File: src/rtl/alu_arbiter.sv
// Two-requester round-robin front end for a single-issue ALU.
// Each accepted operation executes for one cycle, then its result is held until the consumer takes it.
`timescale 1ns/1ps
module alu_arbiter #(
  parameter int unsigned WIDTH = 16
) (
  input  logic             clk,
  input  logic             rst,
  input  logic             req0_valid,
  output logic             req0_ready,
  input  logic [WIDTH-1:0] req0_a,
  input  logic [WIDTH-1:0] req0_b,
  input  logic [2:0]       req0_op,
  input  logic             req1_valid,
  output logic             req1_ready,
  input  logic [WIDTH-1:0] req1_a,
  input  logic [WIDTH-1:0] req1_b,
  input  logic [2:0]       req1_op,
  output logic             rsp_valid,
  input  logic             rsp_ready,
  output logic             rsp_id,
  output logic [WIDTH-1:0] rsp_o,
  output logic             rsp_c,
  output logic             rsp_s,
  output logic             rsp_p,
  output logic             rsp_z,
  output logic             busy,
  output logic [15:0]      op_count
);

  typedef enum logic [1:0] {IDLE, EXEC, RESP} state_t;

  state_t           state, state_nxt;
  logic             last_grant;
  logic             grant_any;
  logic             grant_id;
  logic [WIDTH-1:0] lat_a, lat_b;
  logic [2:0]       lat_op;
  logic             lat_id;
  logic [WIDTH:0]   ext;
  logic [WIDTH-1:0] res;
  logic             res_c;

  always_comb begin
    state_nxt  = state;
    req0_ready = 1'b0;
    req1_ready = 1'b0;
    grant_any  = 1'b0;
    grant_id   = 1'b0;
    case (state)
      IDLE: begin
        if (!rst && (req0_valid || req1_valid)) begin
          grant_any = 1'b1;
          // On a tie the requester not served last wins; a lone requester always wins.
          if (req0_valid && req1_valid) grant_id = ~last_grant;
          else                          grant_id = req1_valid;
          req0_ready = ~grant_id;
          req1_ready = grant_id;
          state_nxt  = EXEC;
        end
      end
      EXEC:    state_nxt = RESP;
      RESP:    if (rsp_ready) state_nxt = IDLE;
      default: state_nxt = IDLE;
    endcase
  end

  // Bit WIDTH of ext is carry for add and borrow for subtract; zero for other ops.
  always_comb begin
    ext = '0;
    case (lat_op)
      3'd0: ext = {1'b0, lat_a} + {1'b0, lat_b};
      3'd1: ext = {1'b0, lat_a} - {1'b0, lat_b};
      3'd2: ext = {1'b0, lat_a + WIDTH'(1)};
      3'd3: ext = {1'b0, lat_a - WIDTH'(1)};
      3'd4: ext = {1'b0, lat_a & lat_b};
      3'd5: ext = {1'b0, lat_a | lat_b};
      3'd6: ext = {1'b0, lat_a ^ lat_b};
      3'd7: ext = {1'b0, ~lat_a};
      default: ext = '0;
    endcase
  end

  assign res   = ext[WIDTH-1:0];
  assign res_c = ext[WIDTH];

  always_ff @(posedge clk) begin
    if (rst) begin
      state      <= IDLE;
      last_grant <= 1'b1;
      lat_a      <= '0;
      lat_b      <= '0;
      lat_op     <= '0;
      lat_id     <= 1'b0;
      rsp_id     <= 1'b0;
      rsp_o      <= '0;
      rsp_c      <= 1'b0;
      rsp_s      <= 1'b0;
      rsp_p      <= 1'b0;
      rsp_z      <= 1'b0;
      op_count   <= '0;
    end else begin
      state <= state_nxt;
      if (grant_any) begin
        last_grant <= grant_id;
        lat_id     <= grant_id;
        lat_a      <= grant_id ? req1_a  : req0_a;
        lat_b      <= grant_id ? req1_b  : req0_b;
        lat_op     <= grant_id ? req1_op : req0_op;
      end
      if (state == EXEC) begin
        rsp_id <= lat_id;
        rsp_o  <= res;
        rsp_c  <= res_c;
        rsp_s  <= res[WIDTH-1];
        rsp_z  <= (res == '0);
        rsp_p  <= ~^res;
      end
      if (state == RESP && rsp_ready) op_count <= op_count + 16'd1;
    end
  end

  assign rsp_valid = (state == RESP);
  assign busy      = (state != IDLE);

endmodule

File: config.mk
export PLATFORM = sky130hd
export DESIGN_NAME = alu_arbiter
export DESIGN_NICKNAME = d
export VERILOG_FILES = /design/src/rtl/alu_arbiter.sv
export SDC_FILE = /design/constraint.sdc
export NUM_CORES = 1
export LEC_CHECK = 0
export ABC_AREA = 1
export CORE_MARGIN = 4
export CORE_UTILIZATION = 35
export DETAILED_ROUTE_END_ITERATION = 12
export SLEW_MARGIN = 10
export SYNTH_ARGS = -nofsm -noshare
export SYNTH_HDL_FRONTEND = slang
export SYNTH_SLANG_ARGS = --single-unit
File: constraint.sdc
create_clock -name clk -period 9.2 [get_ports clk]
set_input_delay 0.92 -clock clk [delete_from_list [all_inputs] [get_ports clk]]
set_output_delay 0.92 -clock clk [all_outputs]
set_load 0.005 [all_outputs]
==> impl_metrics.env <==
export IMPL_dp_hpwl_um=16700
export IMPL_startpoint_type="flop"
export IMPL_critPathMaxStageDelay_ns=0.85
export IMPL_slew_violations=0
export IMPL_cp_top_family="simple AND/OR/NAND/NOR gates"
export IMPL_worstHoldStart="rsp_c"
export IMPL_fill_cells=1886
export IMPL_outcome="finished clean"
export IMPL_die_h_um=143
export IMPL_grtUsageMet2=0.315
export IMPL_clock_skew_ns=0.0142
export IMPL_core_area_um2=17500
export IMPL_grt_pass1_vias=6279
export IMPL_diodes=0
export IMPL_dpl_worst_slack_ns=4.38
export IMPL_synth_cell_type_count=52
export IMPL_synth_edff_count=0
export IMPL_drc_errors=0
export IMPL_crit_required_ns=9.44
export IMPL_root_buffer="clkbuf_16"
export IMPL_cts_buffer_depth=2
export IMPL_grt_remaining_overflow=0
export IMPL_path_clk_slew_ns=0.07
export IMPL_place_congestion=0.991
export IMPL_syn_num_nets=1083
export IMPL_post_route_min_period_ns=4.95
export IMPL_vias_per_cell=5.08
export IMPL_maxCapViolCount=0
export IMPL_grt_max_degree=49
export IMPL_avgSynthCellArea_um2=6.69
export IMPL_r2r_start="lat_op[2]"
export IMPL_die_w_um=143
export IMPL_nets=1182
export IMPL_insertion_delay_ns=0.35
export IMPL_cp_max_fo=15
export IMPL_tightest_slew_ns=1.17
export IMPL_grt_util_met3=0.0409
export IMPL_critical_path_buf_inv_count=4
export IMPL_drtPass1Iterations=5
export IMPL_holdCritPathClass="flop to flop"
export IMPL_syn_area_um2=6340
export IMPL_yosysWarnings=0
export IMPL_period_share=0.538
export IMPL_track_usage=0.205
export IMPL_postRouteWirelength_um=20700
export IMPL_cts_max_level=3
export IMPL_dr_total_vias=6486
export IMPL_start_util=0.362
export IMPL_cp_arrival_ns=5.19
export IMPL_setup_tns_final_ns=0
export IMPL_cts_setup_buffers=0
export IMPL_cts_tree="yes"
export IMPL_crit_start="lat_op[2]"
export IMPL_power_density_nw_per_um2=175
export IMPL_crit_chain="nor2_1 -> inv_1 -> nor2_4 -> inv_1 -> nand2_1 -> xor2_1 -> inv_1 -> ha_1 -> a21oi_1 -> nand2_1 -> a21oi_1 -> o21ai_0 -> xor2_1 -> nand2_1 -> and3_1 -> ha_1 -> xnor2_1 -> xnor2_1 -> xnor2_1 -> o21ai_0 -> inv_1"
export IMPL_clock_fmax_ghz=0.202
export IMPL_cts_resized_gates=0
export IMPL_multiInputGateArea_um2=4140
export IMPL_grt_first_pass_wirelength_um=33200
export IMPL_finalSetupViolCount=0
export IMPL_hold_viol=0
export IMPL_leakage_nw=3.51
export IMPL_rows=48
export IMPL_crit_top_cell="inv_1"
export IMPL_rsz0062_at_grt="no"
export IMPL_postSynthCellCount=948
export IMPL_seq_area_frac_synth=0.237
export IMPL_syn_to_final_growth_pct=25.0
export IMPL_setup_worst_path_end_class="flop"
export IMPL_final_core_util=0.452
export IMPL_fp_dieArea_um2=20300
export IMPL_io_pins=116
export IMPL_ir_drop_mv=0.0970
export IMPL_grt_util_met1=0.293
export IMPL_drtIter0Drc=426
export IMPL_postLayoutSetupSlackWorst_ns=4.25
export IMPL_routedWlPerCell_um=16.2
export IMPL_critical_path_class="flop to flop"
export IMPL_cts_sinks=75
export IMPL_postSynth_asyncResetShare=0
export IMPL_synth_seq_cells=75
export IMPL_drive_gt1_frac=0.0494
export IMPL_io_buffers=115
export IMPL_hold_buffers=0
export IMPL_relSlewSlack=0.218
export IMPL_cp_slowest_cell="nor2_1"
export IMPL_antenna_found_initial=0
export IMPL_ys_flop_type="dfxtp_1"
export IMPL_regArea_um2=1500
export IMPL_cts_made_buffers=9
export IMPL_gr_max_usage_layer="met2"
export IMPL_postRouteAntennaNets=0
==> worst paths after layout <==
| path | cells past startpoint | to | slack, ns |
|---|---|---|---|
| hold / removal | 2 | rsp_c | 0.47 |
| setup reg to reg | 21 | rsp_p | 4.25 |
| setup / recovery | 21 | rsp_p | 4.25 |
| hold reg to reg | 2 | rsp_c | 0.47 |
==> through the flow <==
step	hold WS (ns)	cell area (um^2)	cells	power (mW)
floorplan	0.425	6340	948	0.834
global placement	0.452	7620	1261	1.01
CTS	0.472	7930	1277	1.40
detailed placement	0.459	7620	1261	1.02
finish	0.474	7930	1277	1.39
global route	0.512	7930	1277	1.49
==> area by class of cell <==
cell class / count / area share
multi-input combinational: 701 / 0.522
sequential: 75 / 0.189
timing repair buffer: 117 / 0.146
inverter: 143 / 0.0677
tap: 225 / 0.0355
clock buffer: 9 / 0.0284
clock inverter: 7 / 0.0112
==> synth_stat cells, drive strengths merged (2+ instances only) <==
| cell type | number | area [um^2] |
|---|---|---|
| nand4 | 19 | 119 |
| a21o | 2 | 15.0 |
| nand2 | 217 | 842 |
| o21a | 4 | 30.0 |
| clkbuf | 13 | 48.8 |
| a41oi | 9 | 78.8 |
| nand3 | 51 | 278 |
| clkinv | 7 | 26.3 |
| inv | 136 | 510 |
| and3 | 8 | 51.3 |
| dfxtp | 75 | 1500 |
| o22ai | 17 | 106 |
| buf | 16 | 119 |
| o21ai | 43 | 223 |
| or2 | 4 | 25.0 |
| a21oi | 46 | 245 |
| nor3 | 10 | 65.1 |
| xnor2 | 7 | 61.3 |
| ha | 59 | 738 |
| o211ai | 12 | 90.1 |
| nor2 | 110 | 445 |
| a221oi | 25 | 219 |
| xor2 | 31 | 290 |
| a41o | 3 | 30.0 |
| a31oi | 9 | 56.3 |
| nand3b | 3 | 22.5 |
| a22oi | 4 | 30.0 |
==> routing by layer <==
layer  up-vias  wire, um
met5         -         0
met4         0       366
met3        18      1430
met2       203      8800
met1      2914     10100
li1       3351         -
==> state kept, by name, indices dropped and copies added, names as in the netlist <==
name,cells
lat_b,16
rsp_c,1
lat_op,3
op_count,16
rsp_id,1
lat_a,16
lat_id,1
rsp_z,1
last_grant,1
rsp_p,1
state,2
rsp_o,16
==> report_power, final <==
part / switching (mW) / total [mW] / internal [mW]
registers: 0.0267 / 0.377 / 0.350
clock network: 0.162 / 0.380 / 0.218
logic: 0.353 / 0.634 / 0.282
==> cell usage in the layout (no fill, tap or decap), drive strengths merged, types with 25 or more instances in the layout <==
cell type      count
nor2             110
nand2            217
ha                59
o21ai             43
dfxtp             75
a221oi            25
inv              141
nand3             51
clkdlybuf4s50    114
a21oi             46
xor2              31
==> worst register-to-register path, delay by kind of cell (launching register included) <==
family | cells | cell delay (ns)
adders and majority gates | 2 | 0.64
DFF | 1 | 0.39
AOI/OAI and AO/OA | 4 | 0.78
and+or+nand+nor | 6 | 1.69
xor gates and xnor gates | 5 | 0.72
buffers and inverters | 4 | 0.59
==> cells by family (layout without fill, tap and decap cells) <==
family                   after synthesis  count (layout)  synth area share
buffers and inverters                172             276             0.111
flip-flops                            75              75             0.237
XOR/XNOR                              38              38            0.0554
adder cells (fa/ha/maj)               60              60             0.120
AND/OR/NAND/NOR                      423             423             0.292
AO/OA/AOI/OAI                        180             180             0.185
No activity file was read; power rests on OpenSTA's default activity.
==> variant 1 (same flow settings) <==
Remove the case item `3'd2` of the case on `lat_op`.
--- a/src/rtl/alu_arbiter.sv
+++ b/src/rtl/alu_arbiter.sv
@@ -71,7 +71,6 @@
     case (lat_op)
       3'd0: ext = {1'b0, lat_a} + {1'b0, lat_b};
       3'd1: ext = {1'b0, lat_a} - {1'b0, lat_b};
-      3'd2: ext = {1'b0, lat_a + WIDTH'(1)};
       3'd3: ext = {1'b0, lat_a - WIDTH'(1)};
       3'd4: ext = {1'b0, lat_a & lat_b};
       3'd5: ext = {1'b0, lat_a | lat_b};
Formal check against the unedited RTL: not equivalent (Yosys sat finds a counterexample within 4 cycles, from zero or initial values and one cycle with rst high).
==> variant 1 against the unedited design <==
Routed wire length shrank 9.6%; utilization grew 0.77 points; total power rose by 0.84%; non-clock buffer count up 5; sequential cell count unchanged; design area down 2.8%; setup slack better by 580 ps; area after synthesis fell by 4.8%; critical endpoint is now req0_ready.
==> variant 1: results (changes against the unedited design) <==
Outcome
  • Status: complete, no violations

Global routing
  • Met2 Use GR: 31.1% (-0.41 points)
  • Met1 Use GR: 26.7% (-2.7 points)
  • Pin count of the biggest net entering global routing: 42 (-14%)
  • Number of global-route vias before repair: 6035 (-3.9%)
  • Total GRT Usage: 19.7% (-0.79 points)

STA
  • WHS: 455 ps (-18.1 ps)
  • Least-Margin Pin Slew: 1110 ps (-58.8 ps)
  • Final Skew: 11.8 ps (-2.32 ps)

Placement
  • Placed instance area: 0.00740 mm^2 (-2.8%)
  • Cell Count Post-Placement: 1282 (+1.7%)

Final layout
  • Clkbuf count: 10 (+1)
  • Fraction of area in multi-input gates: 49.6% (-2.5 points)
  • Layout cells sized above 1: 3.53% (-1.4 points)
  • Sequential cell area share: 19.5% (+0.55 points)
  • Nets@finish: 1208 (+2.2%)
  • Count of multi-input gates: 706 (+0.71%)
  • FILL cells: 1771 (-6.1%)
  • Final clock-cell share: 3.99% (+0.033 points)
  • Inverters: 159 (+11%)
  • Bufs w/o clock: 122 (+4.3%)

Setup path
  • CP top delay family: buffers and inverters
  • Flop-to-flop setup slack: 5320 ps (+1070 ps)

Synthesis
  • Post-synthesis adder-cell area fraction: 12.5% (+0.60 points)
  • Post-synth cell types: 42 (-19%)
  • Mapped Cells: 966 (+1.9%)
  • Synth cell count leaders: nand2_1 (254), inv_1 (157), nor2_1 (111)
  • Post-synthesis xor/xnor area fraction: 3.91% (-1.6 points)
  • Synth top area cells: dfxtp_1 (25%), nand2_1 (16%), ha_1 (12%)
  • Compound-Gate Fraction of Synth Area: 14.0% (-4.5 points)

Routing
  • WL met3: 1220 um (-15%)
  • Pre-antenna DRT Iters: 6 (+1)
  • Met2 Routed Length: 7960 um (-9.6%)
  • Drt wl/cell: 14.4 um (-11%)
  • Post-Route M1 WL: 8960 um (-11%)
  • DR vias: 6282 (-3.1%)

Pwr
  • Leakage: 3.64 nW (+4.0%)
  • Peak supply drop: 0.101 mV (+3.8%)

Min path
  • Hold worst-path end: rsp_id$_SDFFE_PP0N_
[variant 1: cell types whose count changed after synthesis, sizes merged, moves of 9 or more]
cell / unedited run / this run
o22ai: 17 / 7
nand2: 217 / 254
a221oi: 25 / 3
nand4: 19 / 5
inv: 136 / 158
a41oi: 9 / 0
xor2: 31 / 20
nand3: 51 / 78
o21ai: 43 / 54
[variant 1: where the power goes]
group          total (W)  switching, W  internal (W)
registers       0.000383     0.0000308      0.000352
clock network   0.000366      0.000147      0.000220
logic           0.000654      0.000375      0.000279
[variant 1: worst max-delay path by stage]
stage	start	slack (ps)	end	depth (start not counted)
finish	rst	4820	req0_ready	6
global route	rst	4570	req0_ready	6
CTS	rst	4770	req1_ready	6
detailed placement	rst	4770	req0_ready	6
global placement	rst	4820	req0_ready	6
floorplan	lat_b[0]$_SDFFE_PP0P_	5910	rsp_p$_SDFFE_PP0N_	25
==> variant 2 (same flow settings) <==
Without the edit above. `WIDTH`: 16 -> 32.
--- a/src/rtl/alu_arbiter.sv
+++ b/src/rtl/alu_arbiter.sv
@@ -2,7 +2,7 @@
 // Each accepted operation executes for one cycle, then its result is held until the consumer takes it.
 `timescale 1ns/1ps
 module alu_arbiter #(
-  parameter int unsigned WIDTH = 16
+  parameter int unsigned WIDTH = 32
 ) (
   input  logic             clk,
   input  logic             rst,
Interface: changed (5 resized); port bits go from 116 to 196. No check against the original RTL was run, so the function may have changed too.
==> variant 2 against the unedited design <==
Routed wire length grew to 2.5 times the old value; design area is 100% higher; utilization down 1.8 points; sequential power up 77%; via count increased by 120%; total power is 110% higher; cell count grew 120%; sequential cell count increased by 48; setup slack worse by 920 ps; area after synthesis is 100% higher; sequential share of layout area is 3.5 points lower; non-clock buffer count is 90 higher; first-iteration DRC count grew to 2.8 times the old value; hold slack lost 24 ps; highest routed layer unchanged.
==> variant 2: results (changes against the unedited design) <==
Outcome
  • Status: complete, no violations

Global routing
  • First-pass GRT wire length: 79900 um (+140%)
  • Pin count of the biggest net entering global routing: 59 (+20%)
  • Total GRT Usage: 25.3% (+4.8 points)

Pwr
  • Cell-internal power: 0.00161 W (+89%)
  • Leakage: 8.05 nW (+130%)
  • Peak supply drop: 0.215 mV (+120%)

Placement
  • IO buf count: 195 (+70%)
  • Final Wtd Congestion: 0.997 (+0.61%)

CTS
  • H-Tree Depth: 4 (+1)
  • Clk_lat worst skew: 440 ps (+90 ps)
  • TritonCTS Buffers: 17 (+8)

Synthesis
  • Synth top area cells: dfxtp_1 (19%), nand2_1 (19%), ha_1 (14%)
  • Register area share after synthesis: 19.0% (-4.7 points)
  • Synth cell count leaders: nand2_1 (648), inv_1 (388), nor2_1 (208)

Min path
  • Hold worst-path end: rsp_id$_SDFFE_PP0N_
  • Hold Startpoint: lat_id$_SDFFE_PP0P_

Final layout
  • Layout cells sized above 1: 3.60% (-1.3 points)
  • FILL cells: 3964 (+110%)
  • Nets@finish: 2634 (+120%)

Routing
  • Initial DRC count: 1188 (+180%)
  • Total Routed Length: 52500 um (+150%)
  • Pre-antenna DRT Iters: 5 (unchanged)
  • DR vias: 14400 (+120%)

Setup path
  • Crit path DAT: 6200 ps (+1010 ps)
  • R2R depth: 27 (+29%)
  • Flop-to-flop setup slack: 3330 ps (-920 ps)
  • Crit path max fanout: 29 (+14)

STA
  • WHS: 450 ps (-23.8 ps)
-- variant 2: critical path, stage by stage, from the launching register on --
cell and delay, ps:
dfxtp_1 470, nor2_2 170, buf_4 350, inv_1 330
nor2_2 600, inv_1 520, nand2_1 210, xor2_1 150
inv_1 50, ha_1 380, nand2_1 160, nor2_1 230
inv_1 60, nor2_1 260, and3_1 200, nand2_1 70
nand2_1 80, nand2_1 50, nand2_1 50, nand2_1 60
and3_1 180, ha_1 310, xnor2_1 140, xnor2_1 220
xnor2_1 180, xnor2_1 80, o21ai_0 140, inv_1 60
-- variant 2: cells by family after synthesis --
family,Yosys count,synth area share [%]
adders and majority gates,146,14.2
DFF,123,19.0
buffers and inverters,454,13.5
and+or+nand+nor,1060,33.9
xor gates and xnor gates,60,4.05
AOI/OAI and AO/OA,340,15.4
-- variant 2: worst max path at each step --
stage | startpoint | slack [ps] | endpoint
global route | lat_op[2]$_SDFFE_PP0P_ | 2870 | rsp_p$_SDFFE_PP0N_
floorplan | lat_b[1]$_SDFFE_PP0P_ | 5200 | rsp_p$_SDFFE_PP0N_
detailed placement | lat_op[2]$_SDFFE_PP0P_ | 3380 | rsp_p$_SDFFE_PP0N_
CTS | lat_op[2]$_SDFFE_PP0P_ | 3380 | rsp_p$_SDFFE_PP0N_
finish | lat_op[2]$_SDFFE_PP0P_ | 3330 | rsp_p$_SDFFE_PP0N_
global placement | lat_op[2]$_SDFFE_PP0P_ | 3470 | rsp_p$_SDFFE_PP0N_
-- variant 2: metrics by stage --
| stage | setup slack [ps] | cell area, um^2 | power, W | instances | util, % |
|---|---|---|---|---|---|
| after floorplan | 5200 | 13000 | 0.00173 | 2183 | - |
| after global placement | 3470 | 15400 | 0.00226 | 2798 | 41.9 |
| after detailed placement | 3380 | 15400 | 0.00226 | 2798 | 41.9 |
| after CTS | 3380 | 15900 | 0.00293 | 2830 | 43.5 |
| after global routing | 2870 | 15900 | 0.00313 | 2830 | 43.5 |
| final | 3330 | 15900 | 0.00293 | 2830 | 43.5 |
-- variant 2: final cells by class --
type,count,area share (%)
multi-input combinational,1606,55.2
sequential,123,15.5
timing repair buffer,207,12.8
clock inverter,14,0.865
inverter,394,9.29
clock buffer,18,2.70
tap,468,3.68
-- variant 2: routing by layer --
layer	global-route usage (%)	up-vias	wire length, um
met5	0	-	0
met3	3.60	61	3340
met2	40.6	492	23100
li1	-	7296	-
met4	7.94	0	1640
met1	35.3	6560	24400
-- variant 2: power by group through the flow --
stage | sequential, W | combinational [W] | clock (W)
6_report | 0.000668 | 0.00160 | 0.000660
5_1_grt | 0.000673 | 0.00176 | 0.000695
4_1_cts | 0.000666 | 0.00159 | 0.000672
3_5_place_dp | 0.000677 | 0.00158 | 0
3_3_place_gp | 0.000676 | 0.00158 | 0
2_1_floorplan | 0.000639 | 0.00109 | 0
